`src/rtl/instr_fetch_queue.sv`:
```
// Instruction fetch front end: owns the fetch PC, issues in-order word reads,
// pairs each response with its request PC and buffers {pc, instr} for decode.
module instr_fetch_queue #(
   parameter int                    ADDR_WIDTH = 32,
   parameter int                    DATA_WIDTH = 32,
   parameter logic [ADDR_WIDTH-1:0] RESET_PC   = '0,
   parameter int                    DEPTH      = 4
) (
   input  logic                  clk,
   input  logic                  rst,
   input  logic                  redirect_valid,
   input  logic [ADDR_WIDTH-1:0] redirect_pc,
   output logic                  imem_req_valid,
   output logic [ADDR_WIDTH-1:0] imem_req_addr,
   input  logic                  imem_req_ready,
   input  logic                  imem_rsp_valid,
   input  logic [DATA_WIDTH-1:0] imem_rsp_data,
   output logic                  out_valid,
   output logic [ADDR_WIDTH-1:0] out_pc,
   output logic [DATA_WIDTH-1:0] out_instr,
   input  logic                  out_ready
);

   localparam int PW = (DEPTH > 1) ? $clog2(DEPTH) : 1;
   localparam int CW = PW + 1;
   localparam logic [CW:0] DEPTH_W = (CW+1)'(DEPTH);

   logic                  run;
   logic [ADDR_WIDTH-1:0] fetch_pc;
   logic [CW-1:0]         pending, drop_cnt, out_count;
   logic [PW-1:0]         pc_wr, pc_rd, o_wr, o_rd;
   logic [ADDR_WIDTH-1:0] pc_mem  [DEPTH];
   logic [ADDR_WIDTH-1:0] opc_mem [DEPTH];
   logic [DATA_WIDTH-1:0] oin_mem [DEPTH];

   logic [CW:0] credit_sum;
   logic        acc, rsp_ok, rsp_keep, pop;

   // run holds off requests until the first edge after reset release
   always_comb begin
      credit_sum     = {1'b0, pending} + {1'b0, out_count};
      imem_req_valid = run && !redirect_valid && (credit_sum < DEPTH_W);
      imem_req_addr  = fetch_pc;
      acc            = imem_req_valid && imem_req_ready;
      rsp_ok         = imem_rsp_valid && (pending != '0);
      rsp_keep       = rsp_ok && (drop_cnt == '0) && !redirect_valid;
      out_valid      = (out_count != '0);
      pop            = out_valid && out_ready && !redirect_valid;
   end

   always_ff @(posedge clk or posedge rst) begin
      if (rst) begin
         run       <= 1'b0;
         fetch_pc  <= RESET_PC;
         pending   <= '0;
         drop_cnt  <= '0;
         out_count <= '0;
         pc_wr     <= '0;
         pc_rd     <= '0;
         o_wr      <= '0;
         o_rd      <= '0;
         out_pc    <= '0;
         out_instr <= '0;
      end else begin
         run <= 1'b1;
         if (redirect_valid) begin
            // everything still in flight belongs to the old path and is dropped
            fetch_pc  <= {redirect_pc[ADDR_WIDTH-1:2], 2'b00};
            pc_rd     <= pc_wr;
            o_rd      <= o_wr;
            out_count <= '0;
            pending   <= pending - CW'(rsp_ok);
            drop_cnt  <= pending - CW'(rsp_ok);
         end else begin
            if (acc) begin
               pc_wr    <= pc_wr + PW'(1);
               fetch_pc <= fetch_pc + ADDR_WIDTH'(4);
            end
            pending <= pending + CW'(acc) - CW'(rsp_ok);
            if (rsp_ok && (drop_cnt != '0))
               drop_cnt <= drop_cnt - CW'(1);
            if (rsp_keep) begin
               pc_rd <= pc_rd + PW'(1);
               o_wr  <= o_wr + PW'(1);
            end
            if (pop)
               o_rd <= o_rd + PW'(1);
            out_count <= out_count + CW'(rsp_keep) - CW'(pop);
            // head registers: advance on pop, load on push into empty, else hold
            if (pop) begin
               if (out_count > CW'(1)) begin
                  out_pc    <= opc_mem[o_rd + PW'(1)];
                  out_instr <= oin_mem[o_rd + PW'(1)];
               end else if (rsp_keep) begin
                  out_pc    <= pc_mem[pc_rd];
                  out_instr <= imem_rsp_data;
               end
            end else if ((out_count == '0) && rsp_keep) begin
               out_pc    <= pc_mem[pc_rd];
               out_instr <= imem_rsp_data;
            end
         end
      end
   end

   always_ff @(posedge clk) begin
      if (acc)
         pc_mem[pc_wr] <= fetch_pc;
      if (rsp_keep) begin
         opc_mem[o_wr] <= pc_mem[pc_rd];
         oin_mem[o_wr] <= imem_rsp_data;
      end
   end

endmodule

```
`config.mk`:
```
export PLATFORM = sky130hd
export DESIGN_NAME = instr_fetch_queue
export DESIGN_NICKNAME = d
export VERILOG_FILES = /design/src/rtl/instr_fetch_queue.sv
export SDC_FILE = /design/constraint.sdc
export NUM_CORES = 1
export LEC_CHECK = 0
export ABC_AREA = 1
export CORE_AREA = 8 8 213 215
export DETAILED_ROUTE_END_ITERATION = 12
export DIE_AREA = 0 0 221 223
export PLACE_DENSITY = 0.72
export SYNTH_ARGS = -nofsm -noshare
export SYNTH_HDL_FRONTEND = slang
export SYNTH_SLANG_ARGS = --single-unit
```
`constraint.sdc`:
```
create_clock -name clk -period 4 [get_ports clk]
set_input_delay 0.8 -clock clk [delete_from_list [all_inputs] [get_ports clk]]
set_output_delay 0.8 -clock clk [all_outputs]
set_load 0.005 [all_outputs]
```
==> out/qor.csv <==
metric,value,unit
CTS tree,done,
critical path class,reg2out,
DRT Wirelength,48900,um
I/O Pins,168,
Cells after Synth,2061,
final antenna-violating net count,0,
maxcap violations,0,
Initial DRC Count,1260,
mux cell area share after synthesis,0,%
worst slew pin tran,1190,ps
CTS buffer count,49,
VDD IR-drop max,0.631,mV
"commonest non-fill, non-tap cell in the layout",nand2_1,
"Data arrival, critical path",2180,ps
utilization after layout,57.8,%
met1 usage,26.3,%
Placed Area,0.0230,mm2
PnR Total Power,16.2,mW
Die H,223,um
GR Layer Usage met2,32.4,%
RePlAce Congestion,0.857,
share of cells above drive strength 1,6.21,%
met3 track demand over resource,4.33,%
PostCTS Resize Cnt,0,
GRT overflow,0,
DRT Pass-1 Iters,5,
Syn Area/Cell,10.0,um2
Adder-Cell Fraction of Synth Area,1.47,%
drc violations,0,
min Tclk post-route,2980,ps
Vias,14775,
die footprint,0.0493,mm2
Post-CTS Setup Bufs,0,
Nets,2307,
Rel. slew slack,20.3,%
Max Slew Vio Count,0,
DIE WIDTH,221,um
number of buffer cells added on primary ports,161,
Yosys warning total,0,
power density cells,661,mW/mm2
"Clk Latency, worst-skew pair",580,ps
outcome,completed,
crit end category,primary output,
Post-synth EDFFs,368,
largest net degree at the start of global routing,71,
"Hold Vio Cnt, Final",0,
Async SR Flop Fraction,23.0,%
antenna violations before repair,0,
Pleak,10.2,nW
Synth cell types,38,
TNS Setup,0,ps
CP max FO,4,
Area Growth Syn to Fin,18.5,%
Site Rows,76,
Clock Skews,23.2,ps
n_diodes,0,
most used routing layer,met2,
hold buffers post-CTS,0,
Post-Synth Simple-Gate Area,23.9,%
top_reg_cell synth,edfxtp_1,
"flops & latches, synth",478,
largest family of logic cells by synthesized area,simple AND/OR/NAND/NOR gates,
Via density,5.28,
first-pass GRT wire length,78700,um
Initial Util,48.8,%
Final Cell Area,0.0245,mm2
Hold WC Path Type,reg2reg,
drt wl/cell,17.5,um
clk slew on worst S/H paths,60,ps
vias in the first global route,14910,
sequential fraction of the synthesis area,66.8,%
most frequent cells in the layout,"946 x nand2_1, 368 x edfxtp_1, 173 x nand3_1",
Clock Path Buffers,3,
Compound-Gate Fraction of Synth Area,3.07,%
DP HPWL,28900,um
clock sinks,478,
Overall Global Routing Usage,19.7,%
Finish-stage setup viols,0,
FMAX,0.335,GHz
cell area after synthesis,0.0206,mm2
H-tree Lvls,2,
CTS Root Cell,clkbuf_16,
final worst-path cycle share,74.6,%
Core Region,0.0423,mm2
RSZ-0062 raised after global routing,false,
CP Launch Type,register,
XOR/XNOR Fraction of Synth Area,0.382,%
WP data required,3200,ps
==> Yosys cell counts, types with 20 or more instances <==
cell type	number	share of area (%)
nand2_1	947	17
edfxtp_1	368	54
nand3_1	173	4.2
dfrtp_1	110	13
inv_1	105	1.9
nor2_1	85	1.5
o21ai_0	71	1.7
clkbuf_1	42	0.76
buf_2	41	0.99
ha_1	21	1.3
o22ai_1	20	0.61
==> critical path, cell delays in order (launching register included) <==
cell	delay [ps]
dfrtp_1	450
ha_1	300
nand3_1	80
nand3b_1	110
nor2_1	150
clkdlybuf4s50_1	530
==> metal layers <==
| layer | up-vias | part of all wire (%) |
|---|---|---|
| met5 | - | 0 |
| met4 | 0 | 2.1 |
| met3 | 75 | 7.6 |
| met2 | 576 | 46 |
| met1 | 7052 | 44 |
| li1 | 7072 | - |
==> flip-flops by register name (all words and copies together), names as in the netlist <==
name	flops
oin_mem	128
opc_mem	120
pc_mem	120
out_instr	32
imem_req_addr	30
out_pc	30
drop_cnt	3
out_count	3
pending	3
o_rd	2
o_wr	2
pc_rd	2
pc_wr	2
run	1
==> cell type report <==
| type | instances | area [um2] |
|---|---|---|
| Tap cell | 546 | 683 |
| Timing Repair Buffer | 196 | 2040 |
| Clock buffer | 72 | 1380 |
| Sequential cell | 478 | 13800 |
| Fill cell | 3469 | 17800 |
| Inverter | 112 | 423 |
| Clock inverter | 19 | 126 |
| Multi-Input combinational cell | 1377 | 6010 |
==> worst paths after layout <==
| path | startpoint | end | slack (ps) | cells past startpoint |
|---|---|---|---|---|
| worst max-delay path | out_count[1]$_DFF_PP0_ | imem_req_valid | 1020 | 5 |
| worst min-delay path | out_pc[15]$_DFFE_PP0P_ | out_pc[15]$_DFFE_PP0P_ | 470 | 2 |
| worst max register to register | out_count[1]$_DFF_PP0_ | pending[2]$_DFF_PP0_ | 1260 | 13 |
| worst min register to register | out_pc[15]$_DFFE_PP0P_ | out_pc[15]$_DFFE_PP0P_ | 470 | 2 |
| max in group asynchronous | rst | out_instr[21]$_DFFE_PP0P_ | 2510 | 3 |
| min in group asynchronous | rst | imem_req_addr[18]$_DFFE_PP0N_ | 640 | 2 |
==> metrics by stage <==
step                worst slack (ps)  std cells  hold slack, ps
finish                          1020       2800             474
global route                     878       2800             509
CTS                              965       2800             481
detailed placement               726       2709             465
global placement                 733       2709             462
floorplan                       -195       2064             472
==> report_power, final <==
| group | switching (mW) | total [mW] | internal, mW |
|---|---|---|---|
| clock network | 1.82 | 4.27 | 2.46 |
| logic | 3.29 | 5.15 | 1.85 |
| registers | 0.494 | 6.75 | 6.26 |
==> logic make-up (layout without fill, tap and decap cells) <==
group,count (synthesis),after routing
DFF,478,478
other,2,5
adders and majority gates,23,23
buffers and inverters,209,399
and+or+nand+nor,1227,1227
xor gates and xnor gates,9,9
AOI/OAI and AO/OA,113,113
Power figures use the tool's default switching activity.
